**src/rtl/watchdog_pkg.sv**
```systemverilog
// -----------------------------------------------------------------------------
// watchdog_pkg
// Shared definitions for the watchdog block:
//   - wd_state_t : FSM state encoding (IDLE=0, RUN=1, EXP=2)
//   - ADDR_CFG / ADDR_RLD : register select values on the 1-bit addr bus
//   - CFG_* : bit positions of the fields inside the CFG register
// -----------------------------------------------------------------------------
package watchdog_pkg;

    typedef enum logic [1:0] {
        IDLE = 2'd0,
        RUN  = 2'd1,
        EXP  = 2'd2
    } wd_state_t;

    localparam logic ADDR_CFG = 1'b0;
    localparam logic ADDR_RLD = 1'b1;

    // CFG register layout: {en, window[14:0], timeout[15:0]}
    localparam int CFG_TO_LSB  = 0;
    localparam int CFG_TO_MSB  = 15;
    localparam int CFG_WIN_LSB = 16;
    localparam int CFG_WIN_MSB = 30;
    localparam int CFG_EN_BIT  = 31;

endpackage

```
**src/rtl/watchdog.sv**
```systemverilog
// -----------------------------------------------------------------------------
// watchdog
// Tick-driven watchdog timer with a two-register IO interface.
//   CFG (addr 0): write loads {en, window, timeout} and restarts the count;
//                 read returns {en, window[14:0], timeout[15:0]}.
//   RLD (addr 1): write in RUN clears the elapsed count (data ignored);
//                 read returns {14'b0, state[1:0], elapsed[15:0]}.
// When elapsed reaches timeout the block enters EXP and pulses trig once.
//
// Ports:
//   clk      in   system clock
//   rst      in   synchronous active-high reset
//   stb      in   IO strobe
//   we       in   write enable
//   addr     in   register select (0 = CFG, 1 = RLD)
//   tick     in   time-base enable, one-cycle pulse
//   data_in  in   32-bit write data
//   data_out out  32-bit combinational read data (0 unless a read is active)
//   trig     out  registered one-cycle expiry pulse
//   ack      out  mirrors stb (zero wait states)
//
// Parameter TW: width of the timeout/elapsed counters (at most 16).
// Optional feature macro WATCHDOG_WINDOW_EN: enables the window register;
// a reload arriving while elapsed < window is treated as an expiry.
// -----------------------------------------------------------------------------
module watchdog
    import watchdog_pkg::*;
#(
    parameter int TW = 16
) (
    input  logic        clk,
    input  logic        rst,
    input  logic        stb,
    input  logic        we,
    input  logic        addr,
    input  logic        tick,
    input  logic [31:0] data_in,
    output logic [31:0] data_out,
    output logic        trig,
    output logic        ack
);

    wd_state_t      state;
    logic           en;
    logic [TW-1:0]  timeout;
    logic [TW-1:0]  elapsed;
    logic [TW-1:0]  elapsed_inc;
    logic [14:0]    window_q;
    logic           cfg_wr;
    logic           rld_wr;

    assign cfg_wr      = stb && we && (addr == ADDR_CFG);
    assign rld_wr      = stb && we && (addr == ADDR_RLD);
    assign elapsed_inc = elapsed + 1'b1;
    assign ack         = stb;

`ifndef WATCHDOG_WINDOW_EN
    // Window field is not stored in this build; it always reads back as 0.
    logic unused_window_bits;
    assign unused_window_bits = ^data_in[CFG_WIN_MSB:CFG_WIN_LSB];
    assign window_q = '0;
`endif

    always_ff @(posedge clk) begin
        if (rst) begin
            state   <= IDLE;
            en      <= 1'b0;
            timeout <= '0;
            elapsed <= '0;
            trig    <= 1'b0;
`ifdef WATCHDOG_WINDOW_EN
            window_q <= '0;
`endif
        end else begin
            trig <= 1'b0;
            // Register writes take priority over a coincident tick.
            if (cfg_wr) begin
                en      <= data_in[CFG_EN_BIT];
                timeout <= data_in[CFG_TO_LSB +: TW];
                elapsed <= '0;
`ifdef WATCHDOG_WINDOW_EN
                window_q <= data_in[CFG_WIN_MSB:CFG_WIN_LSB];
`endif
                if (data_in[CFG_EN_BIT] && (data_in[CFG_TO_LSB +: TW] != '0))
                    state <= RUN;
                else
                    state <= IDLE;
            end else if (rld_wr) begin
                if (state == RUN) begin
`ifdef WATCHDOG_WINDOW_EN
                    // Reloading too early counts as a failure of the watched task.
                    if (16'(elapsed) < {1'b0, window_q}) begin
                        state <= EXP;
                        trig  <= 1'b1;
                    end else begin
                        elapsed <= '0;
                    end
`else
                    elapsed <= '0;
`endif
                end
            end else if (tick && (state == RUN)) begin
                elapsed <= elapsed_inc;
                if (elapsed_inc == timeout) begin
                    state <= EXP;
                    trig  <= 1'b1;
                end
            end
        end
    end

    always_comb begin
        data_out = '0;
        if (stb && !we) begin
            if (addr == ADDR_CFG)
                data_out = {en, window_q, 16'(timeout)};
            else
                data_out = {14'b0, state, 16'(elapsed)};
        end
    end

endmodule
```
**config.mk**
```make
export PLATFORM = sky130hd
export DESIGN_NAME = watchdog
export DESIGN_NICKNAME = d
export VERILOG_FILES = /design/src/rtl/watchdog_pkg.sv /design/src/rtl/watchdog.sv
export SDC_FILE = /design/constraint.sdc
export NUM_CORES = 1
export LEC_CHECK = 0
export ABC_AREA = 1
export CORE_MARGIN = 5
export CORE_UTILIZATION = 47
export CTS_CLUSTER_DIAMETER = 50
export DETAILED_ROUTE_END_ITERATION = 10
export GPL_TIMING_DRIVEN = 0
export PLACE_DENSITY = 0.8
export SLEW_MARGIN = 20
export SYNTH_ARGS = -nofsm -noshare
export SYNTH_HDL_FRONTEND = slang
export SYNTH_SLANG_ARGS = --single-unit
export TNS_END_PERCENT = 50
```
**constraint.sdc**
```tcl
create_clock -name clk -period 2.49 [get_ports clk]
set_clock_uncertainty 0.1 [all_clocks]
set_input_delay 0.498 -clock clk [delete_from_list [all_inputs] [get_ports clk]]
set_output_delay 0.498 -clock clk [all_outputs]
set_load 0.05 [all_outputs]
```
==> impl_results.md <==
* Status: finished, final reports clean
* Crit-path cells: buf_4 > clkbuf_1 > a211oi_1 > clkdlybuf4s15_2
* Synth Area in Simple Gates at 39.2%
* Slowest CP cell: clkbuf_1
* DRC at 0
* Worst R2R Path Depth at 14
* Synth Area in XOR/XNOR at 0.366%
* Post-CTS setup repair buffer count at 0
* CTS tree: yes
* Worst vdd ir at 0.000253 V
* Switching part of the total at 31.9%
* HP Class: reg -> reg
* EDFF count, synth at 0
* CTS Buf Count at 5
* Pint at 0.000878 W
* Via count at 2622
* Crit path kind: in -> out
* Avg Inst Size Synth at 6.31 sq um
* Adder-cell share of the synthesized area at 0.524%
* WHS Path Cells at 2
* Dpl hpwl at 5.38 mm
* Clock power share at 33.4%
* Reg area at 721 sq um
* Reg-to-Reg Start: elapsed[1]$_SDFFE_PP0P_
* Synth unique cells at 32
* Share of the synthesized area in the top cell type at 30.2%
* Layout Nets at 479
* Multi-input gate area at 0.00144 sq mm
* Clk root buf: clkbuf_8
* Final setup fails at 0
* Fill count at 509
* P_leak at 1.19 nW
* Port Buf Inserts at 42
* Cell Pwr Density at 426 mW/mm^2
* N_diodes at 0
* DRT iter0 DRCs at 236
* Number of antenna violations at the first check in global routing at 0
* Drt first pass iters at 5
* Seq/Total Area, Yosys at 30.2%
* Smallest hold slack at 387 ps
* Reg2reg setup slack at 350 ps
* Endpoints failing hold at 0
* CP Launch Type: primary input
* Synth Flop Type: dfxtp_1
* Post-route setup slack at 101 ps
* Tcrit/Tclk final at 95.9%
* Post-route minimum period at 2390 ps
* H-tree lvl count at 2
* Setup tns final at 0 ps
* Post-synth top area cell: dfxtp_1
* Die span in x at 81.3 um
* WL per Instance at 13.3 um
* RSZ-0062 raised after global routing: no
* Syn Std Cell Area at 0.00239 sq mm
* Clock sink total at 36
* Pre-CTS worst setup slack at -852 ps
* Crit end category: output pin
* Max clock buf depth at 2
* Mux contribution to synthesized area at 0%
* Worst-Skew Late Latency at 300 ps
* Share of cells above drive strength 1 at 16.6%
* Slew HR at 51.3%
* Asr flop ratio synth at 0%
* Yosys warning total at 0
* CTS Hold Bufs at 0
* DRT Wirelength at 6.82 mm
* Synth Instances at 379
* CP Max Fanout at 10
* Crit path required time at 1890 ps
* Min-Delay Startpoint: en$_SDFFE_PP0P_
* Overall Global Routing Usage at 21.9%
* Synth Area in Compound Gates at 16.9%
* Rows at 26
* Seq pwr share at 46.9%
* Sw power at 0.000412 W
* Main combinational cell family by area after synthesis: simple AND/OR/NAND/NOR gates
* Max Fclk at 0.419 GHz
* Worst reg2reg path endpoint: state[0]$_SDFFE_PP0P_
* Ranking of synthesized cells by area: dfxtp_1 30%, nand2_1 14%, nor2_1 7.5%, nand3_1 6.3%, a21oi_1 5.9%
* Congestion Overflow GR at 0
* Largest net degree at the start of global routing at 13
* Logic gate share of total power at 19.8%
* Boundary Pins at 72
* Routability-driven placement congestion ratio at 0.901
* Die H at 81.3 um
* Clock-pin slew on the worst setup and hold paths at 70 ps
* Final Slew Violations at 0
* Pwr Total at 0.00129 W
* Hold Path End: en$_SDFFE_PP0P_
* Crit path DAT at 1790 ps
* Crit-path max cell delay at 580 ps
* Die area at 0.00661 sq mm
* Antenna-violating nets left at 0
* Synthesized flop and latch total at 36
* Initial Utilization at 47.7%
* Worst-Margin Slew at 731 ps
* Vias in the first global route at 2373
* First-pass GRT wire length at 11.1 mm
* Vias/cell at 5.13
* Core ar. at 0.00501 sq mm
* Area Overhead vs Synth at 26.6%
* Maxcap violations at 0
Yosys cell counts, types with 6 or more instances:
| library cell | instances |
|---|---|
| nand2_2 | 6 |
| nand4_1 | 10 |
| inv_1 | 37 |
| nand2_1 | 92 |
| clkbuf_1 | 7 |
| o21ai_0 | 18 |
| a211oi_1 | 16 |
| buf_4 | 16 |
| nand3_1 | 30 |
| nor2_1 | 48 |
| a21oi_1 | 28 |
| dfxtp_1 | 36 |
critical path, delay by kind of cell:
kind	cells	cell delay, ps
AO/OA/AOI/OAI	1	200
buffers and inverters	3	1090
layout by cell type (no fill, tap or decap), drive strengths merged, types with 2 or more instances in the layout:
cell	count
a211oi	16
clkinv	3
conb	13
o21ai	21
nor4	4
dfxtp	36
clkdlybuf4s50	21
clkbuf	13
nand3	32
nand4	10
nand2	98
nand3b	3
a21oi	28
nor3	2
clkdlybuf4s15	7
inv	38
nor2	56
buf	31
final cells by class:
type                    count  share of cell area, %
plain buffers              25                   5.29
inverters                  40                   4.96
well taps                  70                   2.89
clock inverters             2                  0.537
repair buffers             42                   12.6
multi-input cells         290                   47.5
flip-flops and latches     36                   23.8
clock buffers               6                   2.40
registers in the layout, indices dropped and copies added (netlist names):
signal   cells
trig         1
state        2
timeout     16
elapsed     16
en           1
how the worst max path moves through the flow:
| stage | from | endpoint | slack, ps | cells after the start |
|---|---|---|---|---|
| after floorplan | addr | data_out[4] | -270 | 4 |
| after global placement | stb | data_out[14] | -850 | 5 |
| after detailed placement | stb | data_out[14] | -850 | 5 |
| after CTS | stb | data_out[7] | -100 | 4 |
| after global routing | we | data_out[4] | 9 | 5 |
| final | addr | data_out[9] | 100 | 4 |
timing repair:
action | 4_1_cts | 5_1_grt
cloned | 0 | 0
gates resized for setup | 97 | 10
endpoints found under the setup margin | 20 | 18
stage by stage:
stage | cells | cell area [sq um] | utilization (%)
floorplan | 391 | 2450 | -
global placement | 503 | 2960 | 59.1
detailed placement | 503 | 2960 | 59.1
CTS | 511 | 3020 | 60.2
global route | 511 | 3030 | 60.4
finish | 511 | 3030 | 60.4
cells by family after synthesis:
family | count (synthesis)
other | 1
DFF | 36
xor gates and xnor gates | 1
AOI/OAI and AO/OA | 68
adders and majority gates | 1
buffers and inverters | 65
and+or+nand+nor | 207
power by group through the flow:
| stage | registers [W] | logic [W] | clock network, W |
|---|---|---|---|
| floorplan | 0.000612 | 0.000174 | 0 |
| global placement | 0.000616 | 0.000253 | 0 |
| detailed placement | 0.000617 | 0.000254 | 0 |
| CTS | 0.000603 | 0.000252 | 0.000432 |
| global route | 0.000606 | 0.000275 | 0.000462 |
| finish | 0.000604 | 0.000255 | 0.000430 |
per-layer routing:
metal	vias to the layer above	track usage (%)	share of wire, %	wire length [um]
li1	1349	-	-	-
met1	1161	29.2	45	3060
met2	99	36.0	46	3140
met3	13	2.22	7.0	477
met4	0	8.95	2.1	144
met5	-	0	0	0
No activity file was read; power rests on OpenSTA's default activity.
